`src/rtl/uart_pkg.sv`:
```
// Shared types and constants for the UART transmit scheduler and serializer.
package uart_pkg;

    localparam int unsigned DATA_W            = 8;
    localparam int unsigned UART_FRAME_CYCLES = 11;

    typedef enum logic [1:0] {
        IDLE   = 2'd0,
        LAUNCH = 2'd1,
        FRAME  = 2'd2,
        GAP    = 2'd3
    } sched_state_e;

    // Index width for n requesters; a single requester still needs one bit.
    function automatic int unsigned idx_w(input int unsigned n);
        return (n > 1) ? $clog2(n) : 1;
    endfunction

endpackage

```
`src/rtl/uart_tx_sched_if.sv`:
```
// Requester-side handshake and serializer-side launch bus of the scheduler.
interface uart_tx_sched_if #(
    parameter int unsigned NUM_REQ = 4
);
    localparam int unsigned IDX_W = uart_pkg::idx_w(NUM_REQ);
    localparam int unsigned DW    = uart_pkg::DATA_W;

    logic [NUM_REQ-1:0]    req_valid;
    logic [DW*NUM_REQ-1:0] req_data;
    logic [NUM_REQ-1:0]    req_ready;
    logic                  ser_enable;
    logic [DW-1:0]         ser_data;
    logic [IDX_W-1:0]      grant_id;
    logic                  busy;

    modport master (
        output req_valid, req_data,
        input  req_ready, ser_enable, ser_data, grant_id, busy
    );

    modport slave (
        input  req_valid, req_data,
        output req_ready, ser_enable, ser_data, grant_id, busy
    );

endinterface

```
`src/rtl/rr_arbiter.sv`:
```
// Combinational round-robin arbiter: first set request at or after ptr, wrapping.
module rr_arbiter
    import uart_pkg::*;
#(
    parameter  int unsigned NUM_REQ = 4,
    localparam int unsigned IDX_W   = idx_w(NUM_REQ)
) (
    input  logic [NUM_REQ-1:0] req,
    input  logic [IDX_W-1:0]   ptr,
    input  logic               en,
    output logic [NUM_REQ-1:0] gnt,
    output logic [IDX_W-1:0]   gnt_idx
);

    localparam int unsigned SUM_W = IDX_W + 1;

    logic [2*NUM_REQ-1:0] dbl_sh;
    logic [NUM_REQ-1:0]   rot;
    logic                 found;
    logic [SUM_W-1:0]     off;
    logic [SUM_W-1:0]     sum;

    // Rotate requests so bit 0 is the pointer slot, pick the lowest offset, map back.
    always_comb begin
        dbl_sh = {req, req} >> ptr;
        rot    = dbl_sh[NUM_REQ-1:0];
        found  = 1'b0;
        off    = '0;
        for (int k = int'(NUM_REQ) - 1; k >= 0; k--) begin
            if (rot[k]) begin
                found = 1'b1;
                off   = SUM_W'(k);
            end
        end
        sum = SUM_W'(ptr) + off;
        if (sum >= SUM_W'(NUM_REQ)) begin
            sum = sum - SUM_W'(NUM_REQ);
        end
        gnt_idx = sum[IDX_W-1:0];
        gnt     = '0;
        for (int i = 0; i < int'(NUM_REQ); i++) begin
            gnt[i] = en && found && (sum == SUM_W'(i));
        end
    end

endmodule

```
`src/rtl/uart_tx_sched.sv`:
```
// Shares one UART transmit serializer among NUM_REQ byte producers with frame pacing.
module uart_tx_sched
    import uart_pkg::*;
#(
    parameter int unsigned NUM_REQ      = 4,
    parameter int unsigned FRAME_CYCLES = UART_FRAME_CYCLES,
    parameter int unsigned GAP_CYCLES   = 0
) (
    input  logic           clk,
    input  logic           reset,
    uart_tx_sched_if.slave bus
);

    localparam int unsigned IDX_W      = idx_w(NUM_REQ);
    localparam int unsigned CNT_MAX    = (FRAME_CYCLES > GAP_CYCLES) ? FRAME_CYCLES : GAP_CYCLES;
    localparam int unsigned CNT_W      = $clog2(CNT_MAX + 1);
    localparam int unsigned FRAME_LOAD = (FRAME_CYCLES > 0) ? FRAME_CYCLES - 1 : 0;
    localparam int unsigned GAP_LOAD   = (GAP_CYCLES > 0) ? GAP_CYCLES - 1 : 0;

    sched_state_e       state_q;
    sched_state_e       state_d;
    logic [CNT_W-1:0]   cnt_q;
    logic [CNT_W-1:0]   cnt_d;
    logic [IDX_W-1:0]   ptr_q;
    logic [DATA_W-1:0]  hold_q;
    logic [IDX_W-1:0]   gid_q;
    logic               en_q;
    logic               busy_q;
    logic               arb_en;
    logic               xfer;
    logic [NUM_REQ-1:0] gnt;
    logic [IDX_W-1:0]   gnt_idx;
    logic [DATA_W-1:0]  sel_data;

    // Arbitration is only offered while idle and not being reset.
    assign arb_en = (state_q == IDLE) && !reset;

    rr_arbiter #(
        .NUM_REQ (NUM_REQ)
    ) u_arb (
        .req     (bus.req_valid),
        .ptr     (ptr_q),
        .en      (arb_en),
        .gnt     (gnt),
        .gnt_idx (gnt_idx)
    );

    // Select the winner's byte with a one-hot OR mux.
    always_comb begin
        sel_data = '0;
        for (int i = 0; i < int'(NUM_REQ); i++) begin
            if (gnt[i]) begin
                sel_data = sel_data | bus.req_data[i*DATA_W +: DATA_W];
            end
        end
    end

    // Next-state and counter logic; counter always exits at zero, never wraps.
    always_comb begin
        state_d = state_q;
        cnt_d   = cnt_q;
        xfer    = 1'b0;
        case (state_q)
            IDLE: begin
                xfer = |gnt;
                if (xfer) begin
                    state_d = LAUNCH;
                end
            end
            LAUNCH: begin
                state_d = FRAME;
                cnt_d   = CNT_W'(FRAME_LOAD);
            end
            FRAME: begin
                if (cnt_q == '0) begin
                    if (GAP_CYCLES > 0) begin
                        state_d = GAP;
                        cnt_d   = CNT_W'(GAP_LOAD);
                    end else begin
                        state_d = IDLE;
                    end
                end else begin
                    cnt_d = cnt_q - CNT_W'(1);
                end
            end
            GAP: begin
                if (cnt_q == '0) begin
                    state_d = IDLE;
                end else begin
                    cnt_d = cnt_q - CNT_W'(1);
                end
            end
            default: begin
                state_d = IDLE;
            end
        endcase
    end

    // State, counter and registered status outputs.
    always_ff @(posedge clk) begin
        if (reset) begin
            state_q <= IDLE;
            cnt_q   <= '0;
            en_q    <= 1'b0;
            busy_q  <= 1'b0;
        end else begin
            state_q <= state_d;
            cnt_q   <= cnt_d;
            en_q    <= (state_d == LAUNCH);
            busy_q  <= (state_d != IDLE);
        end
    end

    // Hold register, last grant and rotating priority pointer update on transfer.
    always_ff @(posedge clk) begin
        if (reset) begin
            ptr_q  <= '0;
            hold_q <= '0;
            gid_q  <= '0;
        end else if (xfer) begin
            hold_q <= sel_data;
            gid_q  <= gnt_idx;
            ptr_q  <= (gnt_idx == IDX_W'(NUM_REQ - 1)) ? '0 : gnt_idx + IDX_W'(1);
        end
    end

    assign bus.req_ready  = gnt;
    assign bus.ser_enable = en_q;
    assign bus.ser_data   = hold_q;
    assign bus.grant_id   = gid_q;
    assign bus.busy       = busy_q;

endmodule

```
`src/flat_wrapper.sv`:
```
// flat-port wrapper written by rule: the top's interface ports become plain ports
module uart_tx_sched_flat import uart_pkg::*;
#(
    parameter int unsigned NUM_REQ      = 4,
    parameter int unsigned FRAME_CYCLES = UART_FRAME_CYCLES,
    parameter int unsigned GAP_CYCLES   = 0
)
  (clk, reset, bus_req_valid, bus_req_data, bus_req_ready, bus_ser_enable, bus_ser_data, bus_grant_id, bus_busy);
  uart_tx_sched_if #(.NUM_REQ(NUM_REQ)) bus_i ();
  input  logic clk;
  input  logic reset;
  input wire logic [$bits(bus_i.req_valid)-1:0] bus_req_valid;
  input wire logic [$bits(bus_i.req_data)-1:0] bus_req_data;
  output wire logic [$bits(bus_i.req_ready)-1:0] bus_req_ready;
  output wire logic [$bits(bus_i.ser_enable)-1:0] bus_ser_enable;
  output wire logic [$bits(bus_i.ser_data)-1:0] bus_ser_data;
  output wire logic [$bits(bus_i.grant_id)-1:0] bus_grant_id;
  output wire logic [$bits(bus_i.busy)-1:0] bus_busy;
  assign bus_i.req_valid = bus_req_valid;
  assign bus_i.req_data = bus_req_data;
  assign bus_req_ready = bus_i.req_ready;
  assign bus_ser_enable = bus_i.ser_enable;
  assign bus_ser_data = bus_i.ser_data;
  assign bus_grant_id = bus_i.grant_id;
  assign bus_busy = bus_i.busy;
  uart_tx_sched #(.NUM_REQ(NUM_REQ), .FRAME_CYCLES(FRAME_CYCLES), .GAP_CYCLES(GAP_CYCLES)) u_core (.clk(clk), .reset(reset), .bus(bus_i));
endmodule
```
`config.mk`:
```
export PLATFORM = sky130hd
export DESIGN_NAME = uart_tx_sched_flat
export DESIGN_NICKNAME = d
export VERILOG_FILES = /design/src/rtl/uart_pkg.sv /design/src/rtl/uart_tx_sched_if.sv /design/src/rtl/rr_arbiter.sv /design/src/rtl/uart_tx_sched.sv /design/src/flat_wrapper.sv
export SDC_FILE = /design/constraint.sdc
export NUM_CORES = 1
export LEC_CHECK = 0
export CAP_MARGIN = 20
export CORE_MARGIN = 2
export CORE_UTILIZATION = 41
export CTS_CLUSTER_SIZE = 14
export DETAILED_ROUTE_END_ITERATION = 7
export GPL_TIMING_DRIVEN = 0
export PLACE_DENSITY = 0.79
export SLEW_MARGIN = 30
export SYNTH_ARGS = -nofsm -noshare
export SYNTH_HDL_FRONTEND = slang
export SYNTH_SLANG_ARGS = --single-unit
export TNS_END_PERCENT = 5
```
`constraint.sdc`:
```
create_clock -name clk -period 5.75 [get_ports clk]
set_clock_uncertainty 0.05 [all_clocks]
set_input_delay 1.15 -clock clk [delete_from_list [all_inputs] [get_ports clk]]
set_output_delay 1.15 -clock clk [all_outputs]
set_load 0.03 [all_outputs]
```
## Yosys cells after proc, flatten, opt, wreduce, memory -nomap -nowiden

Index checks and enable logic that the tools add are counted.

| cells by class | value |
|---|---|
| $add $sub $neg | 4 |
| order comparisons | 1 |
| equality and inequality tests | 9 |
| shifts and indexed selects | 1 |
| multiplexer cells | 20 |
| bitwise logic cells | 3 |
| reduce and logical (&&, ||, !) cells | 15 |

Operators with widths:

| cell | number |
|---|---|
| $mux 8 | 4 |
| $or 8x8->8 | 3 |
| $mux 3 | 4 |
| $mux 2 | 4 |
| $pmux 4 s2 | 1 |
| $shr 8x2->4 | 1 |
| $eq 2x2->1 const B | 3 |
| $eq 3x2->1 const B | 2 |
| $logic_and 1x1->1 | 6 |
| $pmux 2 s3 | 1 |
| $mux 1 | 5 |
| $eq 2x1->1 const B | 2 |
| $logic_not 4->1 | 1 |
| $mux 4 | 1 |
| $reduce_bool 2->1 | 2 |
| $reduce_or 4->1 | 1 |
| $sub 4x1->4 const B | 1 |
| $add 2x3->3 | 1 |
| $eq 3x1->1 const B | 1 |
| $ge 3x3->1 const B | 1 |
| $logic_not 3->1 | 1 |
| $sub 3x3->3 const B | 1 |
| $add 2x1->2 const B | 1 |
| $logic_not 2->1 | 1 |
| other kinds (4) | 4 |

| storage, ports and cells | value |
|---|---|
| register bits | 20 |
| input port bits | 38 |
| output and inout port bits | 16 |
| word-level logic and storage cells | 60 |

## Depth between registers and ports, before layout

Gate-level depths: netlist (run 1).

| depth | value |
|---|---|
| depth in word-level cells | 17 |
| gate-level depth with buffers | 12 |
| gate-level depth less buffers | 11 |

## By module

Synthesis (run 1) repeated with hierarchy kept, for this count alone.

| unflattened totals | value |
|---|---|
| cell total of the unflattened synthesis | 150 |
| area, all modules | 1273.7 um2 |

Modules (own cells, without submodules):

| module | instances | cells an instance | area each (um2) | seq. area each (um2) |
|---|---|---|---|---|
| uart_tx_sched | 1 | 107 | 983.4 | 400.4 |
| rr_arbiter | 1 | 43 | 290.3 | 0.0 |

## Worst setup path before layout (run 1)

Ideal clock, no wire load.

| timing | value |
|---|---|
| kind | input-to-output |
| start point | input port bus_req_valid[0] |
| end point | output port bus_req_ready[1] |
| data arrival time | 3.253 ns |
| required time | 4.550 ns |
| setup slack | 1.297 ns |
| stages | 9 |
| path buffers | 2 |
| path through | buf_6 > or4_2 > o211ai_1 > ha_1 > xnor2_1 > xnor2_1 > ha_1 > buf_1 > and2_1 |

| between the ends | value |
|---|---|
| longest elaborated chain between the ends | 10 |
| elaborated cells on any way between the ends | 16 |
| those cells by class | add/sub: 2; order compare: 1; eq/ne: 1; shift: 1; mux: 9; reduce/logical: 2 |

Ends and longest elaborated chain:

| element | line | RTL |
|---|---|---|
| start: declaration | flat_wrapper.sv:12 | `input wire logic [$bits(bus_i.req_valid)-1:0] bus_req_valid;` |
| $shr 8x2->4 (*) | rr_arbiter.sv:25 | `dbl_sh = {req, req} >> ptr;` |
| $mux 2 | rr_arbiter.sv:30 | `if (rot[k]) begin` |
| $mux 3 (3 in a row) | rr_arbiter.sv:30 |  |
| $add 2x3->3 | rr_arbiter.sv:35 | `sum = SUM_W'(ptr) + off;` |
| $sub 3x3->3 or $ge 3x3->1 (tied branches) | rr_arbiter.sv:37, rr_arbiter.sv:36 |  |
| $mux 3 | rr_arbiter.sv:36 | `if (sum >= SUM_W'(NUM_REQ)) begin` |
| $eq 3x1->1 | rr_arbiter.sv:42 | `gnt[i] = en && found && (sum == SUM_W'(i));` |
| $logic_and 1x1->1 (*) | rr_arbiter.sv:42 |  |
| end: declaration | flat_wrapper.sv:14 | `output wire logic [$bits(bus_i.req_ready)-1:0] bus_req_ready;` |

Every way passes the cells marked *; elsewhere a longest branch is shown, timed or not.

## Worst setup path in the final report (run 1)

| timing | value |
|---|---|
| start point | input port bus_req_valid[1] |
| end point | output port bus_req_ready[1] |

Same word-level chain as after synthesis.

==> results of run 1 <==
## registers in the layout (all words and copies together) (netlist names)
register,cells
u_core.bus.busy,1
u_core.bus.ser_data,8
u_core.ptr_q,2
u_core.bus.ser_enable,1
u_core.bus.grant_id,2
u_core.cnt_q,4
u_core.state_q,2
## tightest hold or removal path: cells and delay by family (launching register included)
kind | cells | cell delay [ps]
AOI/OAI and AO/OA | 1 | 50
DFF | 1 | 350
and+or+nand+nor | 1 | 60
## stage by stage
step / instance area [µm²] / power, mW / util, % / hold slack [ps] / setup TNS [ps]
after floorplan: 1196 / 0.4977 / - / 397.7 / 0
after global placement: 1745 / 0.6394 / 63.29 / 415.5 / 0
after detailed placement: 1745 / 0.6510 / 63.29 / 431.5 / 0
after CTS: 1782 / 0.7360 / 64.61 / 449.4 / 0
after global routing: 1769 / 0.7868 / 64.16 / 482.8 / -68.30
final: 1769 / 0.7339 / 64.16 / 453.5 / 0
## Yosys cell counts, drive strengths merged, types with 2 or more instances
master and n:
a21oi 5, nor2 25, inv 6, o32ai 2, nand2b 3, clkbuf 3, mux2i 3, a211oi 2
a311oi 8, buf 9, a22oi 16, ha 6, dfxtp 20, nor4 3, xnor2 3, o211ai 2
and2 5
## logic make-up (layout without fill, tap and decap cells)
logic type / Yosys count / count (layout) / synth area share (%)
xor+xnor: 3 / 3 / 2.197
buf+inv: 18 / 69 / 9.414
simple gates: 43 / 43 / 19.67
fa+ha+maj: 6 / 6 / 6.276
flops: 20 / 20 / 33.47
mux: 3 / 3 / 2.511
compound gates: 42 / 42 / 26.46
## cell type report
| class | instances | area share [%] |
|---|---|---|
| multi-input cells | 97 | 38.76 |
| plain buffers | 8 | 4.243 |
| repair buffers | 51 | 28.85 |
| flip-flops and latches | 20 | 22.63 |
| well taps | 31 | 2.192 |
| inverters | 6 | 1.273 |
| clock buffers | 4 | 2.051 |
## how the worst max path moves through the flow
stage | start | endpoint | slack, ps | depth (start not counted)
after detailed placement | bus_req_valid[1] | bus_req_ready[1] | 30 | 11
after global routing | bus_req_valid[1] | bus_req_ready[1] | -40 | 10
final | bus_req_valid[1] | bus_req_ready[1] | 130 | 10
after floorplan | bus_req_valid[0] | bus_req_ready[1] | 1300 | 9
after CTS | bus_req_valid[1] | bus_req_ready[1] | 3 | 11
after global placement | bus_req_valid[1] | bus_req_ready[1] | 90 | 11
## report_power, final
part	internal (mW)	total, mW	leakage [nW]	switching, mW
Sequential	0.176	0.200	0.166	0.0245
Clock	0.0387	0.0824	0.0210	0.0437
Combinational	0.200	0.451	0.489	0.251
## metal layers
layer	track usage, %	up-vias	share of wire, %
li1	-	598	-
met1	22.07	578	42
met4	4.651	0	0.76
met2	38.31	46	50
met3	6.473	5	7.5
met5	0	-	0
## timing repair
item,4_1_cts,5_1_grt
resized for setup,0,1
setup endpoints to repair,0,4
hold buffers,0,0
==> metrics.yaml, run 1 <==
ant_nets: 0
postRouteWirelength_mm: 3.175
status: "finished clean"
mappedNetlistNets: 179
vias_per_cell: 5.654
fill_cells: 234
antenna_found_initial: 0
remaining_drc_errors: 0
grt_pass1_wl_mm: 5.402
area_growth_pct: 47.91
period_needed_ps: 5623
rsz0062_at_grt: "true"
clock_latency_ps: 300
path_delay_family: "buffers and inverters"
cellLeakagePower_nw: 0.6757
design.core.area_um2: 2758
r2r-start: "u_core.ptr_q[0]"
reg2reg_depth: 9
portBuffers: 51
yosysSeqAreaShare_pct: 33.47
final_common_cell: "clkdlybuf4s50_1"
num_antenna_cells: 0
grt_usage_pct: 20.39
die_width_um: 58.02
mostFrequentLayoutCells: "clkdlybuf4s50_1, nor2_1, dfxtp_1, a22oi_1, a311oi_1"
synthDistinctLibCells: 36
initial_core_util_pct: 43.38
cp_slowest_cell: "clkdlybuf4s50_1"
grt_max_degree: 12
worstPathRequired_ps: 4550
setup_slack_ps: 126.6
grt_pass1_vias: 1311
multi_input_area_um2: 685.7
yosys_register_bits: 20
clockRootBuffer: "clkbuf_4"
path_buf_inv: 2
routabilityCongestion: 0.8281
setup_viol: 0
yosysTopAreaCellShare_pct: 33.47
peakVddDrop_mv: 0.2657
dp_cells: 217
cts_tree: "built"
dp_hpwl_mm: 2.495
cap_violations: 0
crit_fanout: 9
drt-pass1-iter-count: 4
cts_made_buffers: 3
synthFlopType: "dfxtp_1"
cts_buffer_depth: 2
die_h_um: 58.02
ys_top_cells_by_area: "dfxtp_1, a22oi_1, nor2_1, ha_1, a311oi_1"
maxSlewViolCount: 0
place_ws_ps: 32.57
numClockSinks: 20
period_share_pct: 97.80
seq_area_um2: 400.4
clk_pin_slew_ps: 110
drive_gt1_share_pct: 8.602
tightest_slew_ps: 718.3
fmax_mhz: 177.8
hold-path-endpoint: "u_core.cnt_q[2]"
placementRows: 19
worstPathArrival_ps: 4420
dr.first_iter.drc_count: 36
start_kind: "input port"
yosysWarnings: 0
hold_viol_final: 0
hold_start: "u_core.cnt_q[2]"
path_class: "in -> out"
postSynthAreaPerCell_um2: 8.860
wl_per_cell_um: 14.63
powerDensity_nw_per_um2: 414.8
synth.cell_area_um2: 1196
ios: 54
reg2reg_to: "u_core.bus.ser_data[4]"
cp_slowest_stage_delay_ps: 670
yosysTopAreaCell: "dfxtp_1"
num-nets-final: 231
holdPathStages: 2
h-tree-depth: 1
vias: 1227
synth_edf_count: 0
regToRegSetupSlack_ps: 2860
post_cts_buffers: 0
synth-async-reset-ratio_pct: 0
overflow: 0
synth_cells: 135
dieArea_um2: 3366
hp-class: "reg -> reg"
path_cells: "clkdlybuf4s50_1 -> nor2_1 -> or4_2 -> o211ai_1 -> ha_1 -> xnor2_1 -> xnor2_1 -> ha_1 -> and2_1 -> clkdlybuf4s50_1"
final_cells: 217
max_slew_margin_pct: 51.67
end_kind: "output port"
Power figures use the tool's default switching activity.
==> run 2: changes to the inputs <==
- CTS_BUF_LIST: unset -> sky130_fd_sc_hd__clkbuf_4
==> run 2 against run 1 <==
  * Die area is the same
  * Non-clock buffer count unchanged
  * Flip-flop and latch count unchanged
  * Combinational power barely moved
==> metrics.yaml, run 2 (synthesized netlist as in run 1, its figures left out) <==
remaining_drc_errors: 0  # unchanged
postRouteWirelength_mm: 3.173  # was 3.175 mm
end_kind: "output port"  # unchanged
power.total_mw: 0.7200  # was 0.7339 mW
portBuffers: 51  # unchanged
cts_buffer_depth: 2  # unchanged
area_growth_pct: 47.07  # was 47.91%
die_width_um: 58.02  # unchanged
fin_util_pct: 63.79  # was 64.16%
path_buf_inv: 2  # unchanged
vias_per_cell: 5.622  # was 5.654
clock_latency_ps: 300  # about the same
dr.first_iter.drc_count: 32  # was 36
routabilityCongestion: 0.8281  # unchanged
grt_pass1_vias: 1293  # was 1311
cts_tree: "built"  # unchanged
cellLeakagePower_nw: 0.6701  # was 0.6757 nW
worstPathArrival_ps: 4430  # was 4420 ps
cp_slowest_stage_delay_ps: 660  # was 670 ps
powerDensity_nw_per_um2: 409.3  # was 414.8 nW/µm²
path_delay_family: "buffers and inverters"  # unchanged
initial_core_util_pct: 43.38  # unchanged
rsz0062_at_grt: "true"  # unchanged
crit_fanout: 9  # unchanged
dp_hpwl_mm: 2.495  # unchanged
vias: 1220  # was 1227
drive_gt1_share_pct: 8.065  # was 8.602%
wl_per_cell_um: 14.62  # was 14.63 µm
dieArea_um2: 3366  # unchanged
setup_viol: 0  # unchanged
cts.hold.buffers_added: 0  # unchanged
grt_usage_pct: 20.25  # was 20.39%
cap_violations: 0  # unchanged
cp_slowest_cell: "clkdlybuf4s50_1"  # unchanged
path_class: "in -> out"  # unchanged
timing.hold.ws_ps: 453.5  # about the same
grt_max_degree: 12  # unchanged
period_needed_ps: 5635  # was 5623 ps
worstPathRequired_ps: 4550  # about the same
hp-class: "reg -> reg"  # unchanged
overflow: 0  # unchanged
num_antenna_cells: 0  # unchanged
die_h_um: 58.02  # unchanged
ios: 54  # unchanged
antenna_found_initial: 0  # unchanged
clk_pin_slew_ps: 110  # about the same
hold_viol_final: 0  # unchanged
largest_reg_flops: 8  # unchanged
tightest_slew_ps: 732.3  # was 718.3 ps
status: "finished clean"  # unchanged
cts_made_buffers: 3  # unchanged
tns_ps: 0  # unchanged
placementRows: 19  # unchanged
start_kind: "input port"  # unchanged
maxSlewViolCount: 0  # unchanged
period_share_pct: 97.99  # was 97.80%
grt_pass1_wl_mm: 5.368  # was 5.402 mm
path_cells: "clkdlybuf4s50_1 -> nor2_1 -> or4_2 -> o211ai_1 -> ha_1 -> xnor2_1 -> xnor2_1 -> ha_1 -> and2_1 -> clkdlybuf4s50_1"  # unchanged
num-nets-final: 231  # unchanged
final_common_cell: "clkdlybuf4s50_1"  # unchanged
fmax_mhz: 177.5  # was 177.8 MHz
clockRootBuffer: "clkbuf_4"  # unchanged
ant_nets: 0  # unchanged
mostFrequentLayoutCells: "clkdlybuf4s50_1, nor2_1, dfxtp_1, a22oi_1, a311oi_1"  # unchanged
design.core.area_um2: 2758  # unchanged
drt-pass1-iter-count: 4  # unchanged
numClockSinks: 20  # unchanged
max_slew_margin_pct: 50.73  # was 51.67%
peakVddDrop_mv: 0.3356  # was 0.2657 mV
h-tree-depth: 1  # unchanged
==> run 2: changes by cell type in the layout (fill, tap and decap cells not counted), sizes merged <==
cell / before / now
clkinv: 0 / 1
clkbuf: 7 / 6
==> run 2: final timing paths <==
| path | startpoint | endpoint | slack [ps] | cells past startpoint |
|---|---|---|---|---|
| worst max-delay path | bus_req_valid[1] | bus_req_ready[0] | 120 | 10 |
| worst min-delay path | u_core.cnt_q[2] | u_core.cnt_q[2] | 450 | 2 |
| worst max register to register | u_core.ptr_q[0] | u_core.bus.ser_data[4] | 2850 | 9 |
| worst min register to register | u_core.cnt_q[2] | u_core.cnt_q[2] | 450 | 2 |
==> run 2: routing by layer <==
metal  vias to the layer above  global-route usage, %  routed length (µm)
met5                         -                      0                   0
met3                         4                  6.473                 237
met1                       579                  22.21                1326
met4                         0                  4.651                  22
li1                        597                      -                   -
met2                        40                  37.66                1586
==> run 2: timing repair <==
| action | in CTS | in global routing |
|---|---|---|
| setup buffers | 0 | 0 |
| gates resized for setup | 0 | 1 |
| endpoints found under the setup margin | 0 | 4 |
==> run 2: report_power, final <==
part	internal [mW]	leakage, nW	switching [mW]
Clock	0.0253	0.0154	0.0427
Sequential	0.176	0.166	0.0245
Combinational	0.200	0.489	0.251
Total	0.402	0.670	0.318
==> run 2: area by class of cell <==
class	instances	area, µm²
fillers	236	998.5
multi-input cells	97	685.7
repair buffers	51	510.5
flip-flops and latches	20	400.4
plain buffers	8	75.07
well taps	31	38.79
clock buffers	3	22.52
inverters	6	22.52
clock inverters	1	3.754
==> run 2: worst register-to-register path, delay by kind of cell, from the launching register on <==
kind	cells	cell delay (ps)
buffers and inverters	1	170
adder cells (fa/ha/maj)	2	620
AND/OR/NAND/NOR	1	660
flip-flops	1	330
XOR/XNOR	2	390
AO/OA/AOI/OAI	3	580
==> run 2: per-stage QoR <==
| stage | setup slack [ps] | cell area, µm² | cells |
|---|---|---|---|
| after floorplan | 1297 | 1196 | 135 |
| after detailed placement | 32.57 | 1745 | 217 |
| after global routing | -37.03 | 1759 | 217 |
| after global placement | 88.80 | 1745 | 217 |
| final | 115.5 | 1759 | 217 |
| after CTS | 23.01 | 1772 | 221 |
==> run 3: changes to the inputs <==
- CAP_MARGIN: 20 -> 25
==> results of run 3 <==
No change in the layout: final DEF, timing and power equal those of run 2.
